==> src/rtl/lc3_mem_arbiter_if.sv <==
// Signal bundle between the LC3 core, the unified-memory arbiter and the backing memory.
// Handshake: a port raises instrmem_rd/data_req with its address/data stable and holds it until its
// one-cycle complete_* pulse; requests are only sampled while the arbiter is idle, so a request still
// high after its pulse is taken as a fresh transaction.
interface lc3_mem_arbiter_if;
  logic        instrmem_rd;
  logic [15:0] pc;
  logic [15:0] Instr_dout;
  logic        complete_instr;
  logic        data_req;
  logic        Data_rd;
  logic [15:0] Data_addr;
  logic [15:0] Data_din;
  logic [15:0] Data_dout;
  logic        complete_data;
  logic        mem_en;
  logic        mem_we;
  logic [15:0] mem_addr;
  logic [15:0] mem_wdata;
  logic [15:0] mem_rdata;
  logic        busy;

  modport slave (
    input  instrmem_rd, pc, data_req, Data_rd, Data_addr, Data_din, mem_rdata,
    output Instr_dout, complete_instr, Data_dout, complete_data,
           mem_en, mem_we, mem_addr, mem_wdata, busy
  );

  modport master (
    output instrmem_rd, pc, data_req, Data_rd, Data_addr, Data_din, mem_rdata,
    input  Instr_dout, complete_instr, Data_dout, complete_data,
           mem_en, mem_we, mem_addr, mem_wdata, busy
  );
endinterface

==> src/rtl/lc3_mem_arbiter.sv <==
// Serialises LC3 fetch and MEM-stage data accesses onto one single-ported memory.
// Data wins over fetch until STARVE_MAX consecutive data grants have made the fetch wait.
module lc3_mem_arbiter #(
  parameter int MEM_LAT    = 2,
  parameter int STARVE_MAX = 4
) (
  input  logic             clock,
  input  logic             reset,
  lc3_mem_arbiter_if.slave bus,
  output logic [1:0]       state_dbg
);
  typedef enum logic [1:0] {IDLE = 2'd0, ACC_I = 2'd1, ACC_D = 2'd2, DONE = 2'd3} state_t;

  localparam int CW = (MEM_LAT > 1) ? $clog2(MEM_LAT) : 1;
  localparam int SW = (STARVE_MAX > 0) ? $clog2(STARVE_MAX + 1) : 1;
  localparam logic [CW-1:0] CNT_LAST   = CW'(MEM_LAT - 1);
  localparam logic [SW-1:0] STREAK_TOP = SW'(STARVE_MAX);

  state_t        state, state_nxt;
  logic [CW-1:0] cnt;
  logic [SW-1:0] streak;
  logic          is_instr;
  logic          is_write;
  logic          grant_i, grant_d;
  logic          fetch_due, in_acc, last;

  assign fetch_due = (STARVE_MAX != 0) && (streak == STREAK_TOP);
  assign in_acc    = (state == ACC_I) || (state == ACC_D);
  assign last      = in_acc && (cnt == CNT_LAST);
  assign state_dbg = state;

  always_comb begin
    state_nxt          = state;
    grant_i            = 1'b0;
    grant_d            = 1'b0;
    bus.mem_en         = in_acc;
    bus.mem_we         = is_write && (state == ACC_D);
    bus.busy           = (state != IDLE);
    bus.complete_instr = (state == DONE) && is_instr;
    bus.complete_data  = (state == DONE) && !is_instr;
    case (state)
      IDLE: begin
        if (bus.data_req && !(bus.instrmem_rd && fetch_due)) begin
          grant_d   = 1'b1;
          state_nxt = ACC_D;
        end else if (bus.instrmem_rd) begin
          grant_i   = 1'b1;
          state_nxt = ACC_I;
        end
      end
      ACC_I, ACC_D: if (last) state_nxt = DONE;
      DONE:         state_nxt = IDLE;
      default:      state_nxt = IDLE;
    endcase
  end

  always_ff @(posedge clock or posedge reset) begin
    if (reset) begin
      state          <= IDLE;
      cnt            <= '0;
      streak         <= '0;
      is_instr       <= 1'b0;
      is_write       <= 1'b0;
      bus.mem_addr   <= '0;
      bus.mem_wdata  <= '0;
      bus.Instr_dout <= '0;
      bus.Data_dout  <= '0;
    end else begin
      state <= state_nxt;
      if (grant_i) begin
        is_instr     <= 1'b1;
        is_write     <= 1'b0;
        bus.mem_addr <= bus.pc;
        streak       <= '0;
      end
      if (grant_d) begin
        is_instr      <= 1'b0;
        is_write      <= !bus.Data_rd;
        bus.mem_addr  <= bus.Data_addr;
        bus.mem_wdata <= bus.Data_din;
        // Streak only grows while a fetch is actually being held off.
        if (!bus.instrmem_rd)        streak <= '0;
        else if (streak != STREAK_TOP) streak <= streak + 1'b1;
      end
      if (in_acc) begin
        cnt <= last ? '0 : cnt + 1'b1;
        if (last) begin
          if (state == ACC_I)  bus.Instr_dout <= bus.mem_rdata;
          else if (!is_write)  bus.Data_dout  <= bus.mem_rdata;
        end
      end else begin
        cnt <= '0;
      end
    end
  end
endmodule

==> src/flat_wrapper.sv <==
// flat-port wrapper written by rule: the top's interface ports become plain ports
module lc3_mem_arbiter_flat 
#(
  parameter int MEM_LAT    = 2,
  parameter int STARVE_MAX = 4
)
  (clock, reset, state_dbg, bus_instrmem_rd, bus_pc, bus_data_req, bus_Data_rd, bus_Data_addr, bus_Data_din, bus_mem_rdata, bus_Instr_dout, bus_complete_instr, bus_Data_dout, bus_complete_data, bus_mem_en, bus_mem_we, bus_mem_addr, bus_mem_wdata, bus_busy);
  lc3_mem_arbiter_if bus_i ();
  input  logic clock;
  input  logic reset;
  output logic [1:0] state_dbg;
  input wire logic [$bits(bus_i.instrmem_rd)-1:0] bus_instrmem_rd;
  input wire logic [$bits(bus_i.pc)-1:0] bus_pc;
  input wire logic [$bits(bus_i.data_req)-1:0] bus_data_req;
  input wire logic [$bits(bus_i.Data_rd)-1:0] bus_Data_rd;
  input wire logic [$bits(bus_i.Data_addr)-1:0] bus_Data_addr;
  input wire logic [$bits(bus_i.Data_din)-1:0] bus_Data_din;
  input wire logic [$bits(bus_i.mem_rdata)-1:0] bus_mem_rdata;
  output wire logic [$bits(bus_i.Instr_dout)-1:0] bus_Instr_dout;
  output wire logic [$bits(bus_i.complete_instr)-1:0] bus_complete_instr;
  output wire logic [$bits(bus_i.Data_dout)-1:0] bus_Data_dout;
  output wire logic [$bits(bus_i.complete_data)-1:0] bus_complete_data;
  output wire logic [$bits(bus_i.mem_en)-1:0] bus_mem_en;
  output wire logic [$bits(bus_i.mem_we)-1:0] bus_mem_we;
  output wire logic [$bits(bus_i.mem_addr)-1:0] bus_mem_addr;
  output wire logic [$bits(bus_i.mem_wdata)-1:0] bus_mem_wdata;
  output wire logic [$bits(bus_i.busy)-1:0] bus_busy;
  assign bus_i.instrmem_rd = bus_instrmem_rd;
  assign bus_i.pc = bus_pc;
  assign bus_i.data_req = bus_data_req;
  assign bus_i.Data_rd = bus_Data_rd;
  assign bus_i.Data_addr = bus_Data_addr;
  assign bus_i.Data_din = bus_Data_din;
  assign bus_i.mem_rdata = bus_mem_rdata;
  assign bus_Instr_dout = bus_i.Instr_dout;
  assign bus_complete_instr = bus_i.complete_instr;
  assign bus_Data_dout = bus_i.Data_dout;
  assign bus_complete_data = bus_i.complete_data;
  assign bus_mem_en = bus_i.mem_en;
  assign bus_mem_we = bus_i.mem_we;
  assign bus_mem_addr = bus_i.mem_addr;
  assign bus_mem_wdata = bus_i.mem_wdata;
  assign bus_busy = bus_i.busy;
  lc3_mem_arbiter #(.MEM_LAT(MEM_LAT), .STARVE_MAX(STARVE_MAX)) u_core (.clock(clock), .reset(reset), .bus(bus_i), .state_dbg(state_dbg));
endmodule
==> config.mk <==
export PLATFORM = sky130hd
export DESIGN_NAME = lc3_mem_arbiter_flat
export DESIGN_NICKNAME = d
export VERILOG_FILES = /design/src/rtl/lc3_mem_arbiter_if.sv /design/src/rtl/lc3_mem_arbiter.sv /design/src/flat_wrapper.sv
export SDC_FILE = /design/constraint.sdc
export NUM_CORES = 1
export LEC_CHECK = 0
export ABC_AREA = 1
export ABC_CLOCK_PERIOD_IN_PS = 5600
export CAP_MARGIN = 25
export CELL_PAD_IN_SITES_DETAIL_PLACEMENT = 1
export CELL_PAD_IN_SITES_GLOBAL_PLACEMENT = 2
export CORE_UTILIZATION = 25
export DETAILED_ROUTE_END_ITERATION = 6
export GPL_TIMING_DRIVEN = 0
export PLACE_DENSITY = 0.86
export SETUP_SLACK_MARGIN = 0.15
export SKIP_LAST_GASP = 1
export SLEW_MARGIN = 30
export SYNTH_ARGS = -nofsm -noshare
export SYNTH_HDL_FRONTEND = slang
export SYNTH_SLANG_ARGS = --single-unit
==> constraint.sdc <==
create_clock -name clock -period 5.6 [get_ports clock]
set_input_delay 0.84 -clock clock [delete_from_list [all_inputs] [get_ports clock]]
set_output_delay 0.84 -clock clock [all_outputs]
set_load 0.02 [all_outputs]
==> results.py, run 1 <==
metrics = {
    "outcome": {
        "status": "completed",
    },
    "sta": {
        "fin_setup_tns_ns": 0,
        "slew_headroom": 0.622,
        "finalHoldViolCount": 0,
        "post-route-min-period_ns": 2.89,
        "worst_pin_slew_ns": 0.566,
        "finalMaxSlewViolations": 0,
        "finalSetupViolCount": 0,
        "finalClockSkew_ns": 0.00564,
        "period_share": 0.516,
        "rsz0062_at_grt": "false",
        "fmax_mhz": 346,
    },
    "synth": {
        "synth_area_per_cell_um2": 8.34,
        "yosysSeqAreaShare": 0.549,
        "yosysWarnings": 0,
        "postSynthNetCount": 469,
        "syn_area_mm2": 0.00328,
        "synthDistinctLibCells": 18,
        "synth-seq-cells": 72,
        "syn_inst": 393,
    },
    "power_and_ir_drop": {
        "pwr_density_cell_mw_per_mm2": 602,
        "p_leak_nw": 2.58,
        "vdd_ir_drop_max_mv": 0.238,
    },
    "grt": {
        "antenna_found_initial": 0,
        "grt_usage": 0.164,
        "grt_pass1_vias": 3466,
        "grt_overflow": 0,
        "grt_pass1_wl_mm": 17.1,
        "grt_max_degree": 43,
    },
    "clocking": {
        "cts_buffers": 9,
        "clk_pin_slew_ns": 0.06,
        "clockBufferDepth": 2,
        "htreeDepth": 3,
        "ctsHoldBuffers": 0,
        "cts_setup_buffers": 0,
        "clk_latency_ns": 0.33,
        "cts_resized": 0,
        "cts.sink_count": 72,
        "cts_tree": "built",
        "cts_root_buffer": "clkbuf_16",
    },
    "worst_hold_path": {
        "whs_endpoint": "u_core.bus.mem_wdata[0]$_DFFE_PP0N_",
        "hp-start": "u_core.bus.mem_wdata[0]$_DFFE_PP0N_",
        "worst_hold_path_type": "flip-flop to flip-flop",
        "holdPathStages": 2,
    },
    "route": {
        "drc": 0,
        "routed_via_density": 4.39,
        "wl_mm": 10.7,
        "firstDrtPassIters": 4,
        "drt_iter0_markers": 140,
        "vias": 3167,
        "ant_nets": 0,
        "wire_per_inst_um": 14.8,
    },
    "placed_design": {
        "place_congestion": 0.743,
        "numPortBuffers": 139,
        "dpl.hpwl_mm": 7.93,
        "placed_cells": 705,
    },
    "setup_path": {
        "cp-end-kind": "output pin",
        "r2r_start": "u_core.state_dbg[0]$_DFFE_PP0P_",
        "rr_worst_depth": 7,
        "crit_fanout": 10,
        "worstReg2RegEnd": "u_core.bus.mem_addr[7]$_DFFE_PP0P_",
        "critPathRequiredTime_ns": 4.76,
        "r2r_slack_ns": 3.78,
        "startpoint": "u_core.state_dbg[0]$_DFFE_PP0P_",
        "crit_type": "flip-flop to output pin",
        "critPathArrivalTime_ns": 2.05,
        "startpoint_type": "flip-flop",
    },
    "floorplanning": {
        "die_x_um": 117,
        "num_rows": 41,
        "ioPinCount": 140,
        "core_mm2": 0.0127,
        "start_util": 0.258,
        "die-area_mm2": 0.0136,
        "die_h_um": 117,
    },
    "run": {
        "maxCapViolCount": 0,
    },
    "cells_and_area": {
        "diodes": 0,
        "layout-area-overhead-vs-synth_pct": 59.8,
        "fin_util": 0.412,
        "finalNonFillerCells": 721,
        "drive_above_1_share": 0.0638,
        "nets": 620,
    },
}
==> cells in the final DEF (no fill, tap or decap), drive strengths merged <==
cell type and instances:
nor2 5, clkinv 3, a21boi 1, clkbuf 20
inv 64, clkdlybuf4s50 139, nand2 124, buf 12
nand3b 1, nand4 16, ha 7, a21oi 6
o21ai 39, bufinv 2, dfrtp 72, nand3 38
==> worst max-delay path, cell delays in order, from the launching register on <==
cell and delay (ns):
dfrtp_1 0.44, inv_1 0.11, ha_1 0.24, buf_4 0.19
inv_2 0.08, clkdlybuf4s50_1 0.65
==> stage by stage <==
| stage | hold WS, ns | instance area [um^2] | worst slack [ns] | power, mW |
|---|---|---|---|---|
| 2_1_floorplan | 0.439 | 3280 | 2.94 | 1.77 |
| 3_3_place_gp | 0.454 | 4890 | 1.56 | 2.50 |
| 3_5_place_dp | 0.468 | 4910 | 3.07 | 2.55 |
| 4_1_cts | 0.485 | 5240 | 2.70 | 3.21 |
| 5_1_grt | 0.503 | 5240 | 2.66 | 3.39 |
| 6_report | 0.479 | 5240 | 2.71 | 3.16 |
==> flip-flops by register name, summed over array words and instances (netlist names) <==
| register | count |
|---|---|
| u_core.cnt | 1 |
| u_core.is_instr | 1 |
| u_core.bus.Instr_dout | 16 |
| u_core.is_write | 1 |
| u_core.streak | 3 |
| u_core.bus.mem_wdata | 16 |
| u_core.bus.mem_addr | 16 |
| u_core.state_dbg | 2 |
| u_core.bus.Data_dout | 16 |
==> final cells by class <==
cell class | instances | area (um^2)
inverters | 64 | 243
fillers | 1529 | 7480
repair buffers | 140 | 1410
clock buffers | 11 | 253
well taps | 172 | 215
plain buffers | 20 | 106
clock inverters | 5 | 78.8
flip-flops and latches | 72 | 1800
multi-input cells | 237 | 1130
==> how the worst max path moves through the flow <==
stage	end	slack, ns	cells after the start
2_1_floorplan	u_core.bus.Data_dout[0]$_DFFE_PP0P_	2.94	1
3_3_place_gp	u_core.bus.mem_addr[11]$_DFFE_PP0P_	1.56	2
3_5_place_dp	bus_busy	3.07	5
4_1_cts	bus_busy	2.70	5
5_1_grt	bus_busy	2.66	5
6_report	bus_busy	2.71	5
==> synthesized netlist by cell type <==
library cell  count  area share
nand2_1         124        0.14
dfrtp_1          72        0.55
inv_1            61       0.070
o21ai_0          39       0.060
nand3_1          36       0.055
nand4_1          16       0.031
clkbuf_1          9       0.010
buf_4             7       0.016
ha_1              7       0.027
a21oi_1           5      0.0076
nor2_1            5      0.0057
buf_2             4      0.0061
inv_2             3      0.0034
a21boi_0          1      0.0023
a21oi_4           1      0.0050
nand3_2           1      0.0031
nand3_4           1      0.0053
nand3b_1          1      0.0023
==> metal layers <==
metal  GRT usage  routed length [um]
met5           0                   0
met4      0.0456                  93
met3      0.0633                1010
met2       0.277                4950
met1       0.195                4650
==> cell families (layout without fill, tap and decap cells) <==
| logic type | after synthesis | in the layout | synth area share |
|---|---|---|---|
| compound gates | 46 | 46 | 0.0744 |
| flops | 72 | 72 | 0.549 |
| fa+ha+maj | 7 | 7 | 0.0267 |
| simple gates | 184 | 184 | 0.244 |
| buf+inv | 84 | 240 | 0.106 |
==> power by group <==
group / switching [mW] / total (mW) / internal, mW
clock network: 0.224 / 0.638 / 0.414
registers: 0.155 / 0.937 / 0.782
logic: 0.886 / 1.58 / 0.696
total: 1.27 / 3.16 / 1.89
No activity file was read; power rests on OpenSTA's default activity.
==> inputs of run 2 (changes only) <==
Settings changed: ABC_CLOCK_PERIOD_IN_PS 5600 to 2580, CORE_UTILIZATION 25 to 21, PLACE_DENSITY 0.86 to 0.77.
Clock period 5.6 ns to 2.58 ns, I/O delays scaled along.
==> results.py, run 2 (same netlist as run 1, synthesis figures left out) <==
metrics = {
    "grt": {
        "grt_pass1_wl_mm": 17.5,
        "top_usage_layer": "met2",
        "grt_usage": 0.140,
        "grt_pass1_vias": 3395,
        "use_met1": 0.175,
        "use_met3": 0.0477,
        "grt_overflow": 0,
        "grt_max_degree": 47,
        "met2_usage": 0.221,
        "antenna_found_initial": 0,
    },
    "placed_design": {
        "placed_cells": 721,
        "place_congestion": 0.769,
        "dp_slack_ns": 0.496,
        "place_area_mm2": 0.00494,
        "dpl.hpwl_mm": 7.95,
        "numPortBuffers": 139,
    },
    "clocking": {
        "cts.sink_count": 72,
        "cts_root_buffer": "clkbuf_16",
        "cts_setup_buffers": 0,
        "clockBufferDepth": 2,
        "cts_tree": "built",
        "htreeDepth": 3,
        "ctsHoldBuffers": 0,
        "cts_resized": 1,
        "cts_buffers": 9,
        "clk_latency_ns": 0.34,
        "clk_pin_slew_ns": 0.06,
    },
    "sta": {
        "finalMaxSlewViolations": 0,
        "fmax_mhz": 444,
        "post-route-min-period_ns": 2.25,
        "rsz0062_at_grt": "false",
        "finalHoldViolCount": 0,
        "slew_headroom": 0.633,
        "finalClockSkew_ns": 0.00667,
        "fin_ws_ns": 0.327,
        "hold_ws_ns": 0.391,
        "fin_setup_tns_ns": 0,
        "period_share": 0.873,
        "finalSetupViolCount": 0,
        "worst_pin_slew_ns": 0.550,
    },
    "worst_hold_path": {
        "worst_hold_path_type": "input port to async pin",
    },
    "power_and_ir_drop": {
        "finalPower_mw": 6.82,
        "pwr_density_cell_mw_per_mm2": 1300,
        "vdd_ir_drop_max_mv": 0.493,
        "p_leak_nw": 2.57,
    },
    "setup_path": {
        "cp_slowest_stage_delay_ns": 0.63,
        "startpoint_type": "flip-flop",
        "critPathTopFamily": "buffers and inverters",
        "critPathRequiredTime_ns": 2.19,
        "path_depth": 3,
        "crit_type": "flip-flop to output pin",
        "critPathArrivalTime_ns": 1.87,
        "startpoint": "u_core.state_dbg[0]$_DFFE_PP0P_",
        "cp_slowest_cell": "clkdlybuf4s50_1",
        "path_buf_inv": 2,
        "cp-end-kind": "output pin",
        "crit_fanout": 5,
        "worstReg2RegEnd": "u_core.bus.Data_dout[4]$_DFFE_PP0P_",
        "r2r_start": "u_core.state_dbg[0]$_DFFE_PP0P_",
        "endpoint": "bus_mem_en",
        "r2r_slack_ns": 0.76,
        "rr_worst_depth": 6,
        "path_cells": "inv_1 -> ha_1 -> clkdlybuf4s50_1",
    },
    "cells_and_area": {
        "layout-area-overhead-vs-synth_pct": 60.3,
        "drive_above_1_share": 0.0638,
        "fin_util": 0.346,
        "seq_area_mm2": 0.00180,
        "diodes": 0,
        "finalNonFillerCells": 737,
        "nFillCells": 1817,
        "stdcell_area_mm2": 0.00526,
        "nets": 620,
        "final_common_cell": "clkdlybuf4s50_1",
        "layout_common_cells": "clkdlybuf4s50_1, nand2_1, dfrtp_1",
        "multi_input_area_mm2": 0.00113,
    },
    "route": {
        "drt_iter0_markers": 111,
        "firstDrtPassIters": 4,
        "routed_via_density": 4.21,
        "ant_nets": 0,
        "drc": 0,
        "wire_per_inst_um": 14.5,
        "vias": 3103,
        "wl_mm": 10.7,
    },
    "floorplanning": {
        "die_x_um": 127,
        "die-area_mm2": 0.0161,
        "ioPinCount": 140,
        "start_util": 0.216,
        "die_h_um": 127,
        "core_mm2": 0.0152,
        "num_rows": 45,
    },
    "outcome": {
        "status": "completed",
    },
    "run": {
        "maxCapViolCount": 0,
    },
}
[run 2: how the worst min path moves through the flow]
stage	startpoint	to	slack (ns)	cells past startpoint
floorplan	u_core.cnt$_DFF_PP0_	u_core.cnt$_DFF_PP0_	0.44	1
global placement	u_core.cnt$_DFF_PP0_	u_core.cnt$_DFF_PP0_	0.45	1
detailed placement	u_core.cnt$_DFF_PP0_	u_core.cnt$_DFF_PP0_	0.46	1
CTS	reset	u_core.bus.Instr_dout[8]$_DFFE_PP0P_	0.39	2
global route	reset	u_core.bus.Instr_dout[5]$_DFFE_PP0P_	0.44	2
finish	reset	u_core.bus.Instr_dout[5]$_DFFE_PP0P_	0.39	2
[run 2: report_power, final]
group | internal, mW | total (mW) | leakage, nW | switching (mW)
sequential | 1.70 | 2.05 | 0.883 | 0.351
combinational | 1.50 | 3.41 | 1.53 | 1.91
clock | 0.867 | 1.36 | 0.158 | 0.491
total | 4.07 | 6.82 | 2.57 | 2.75
[run 2: per-layer routing]
layer	part of all wire	up-vias	routed length [um]
li1	-	1528	-
met5	0	-	0
met1	0.46	1450	4900
met4	0.017	0	177
met3	0.085	11	907
met2	0.44	114	4710
[run 2: final cells by class]
cell class                 instances  share of cell area
buffer                            20              0.0202
clock buffer                      10              0.0455
clock inverter                     6              0.0157
inverter                          64              0.0462
multi-input combinational        237               0.215
sequential                        72               0.343
tap                              188              0.0448
timing repair buffer             140               0.270
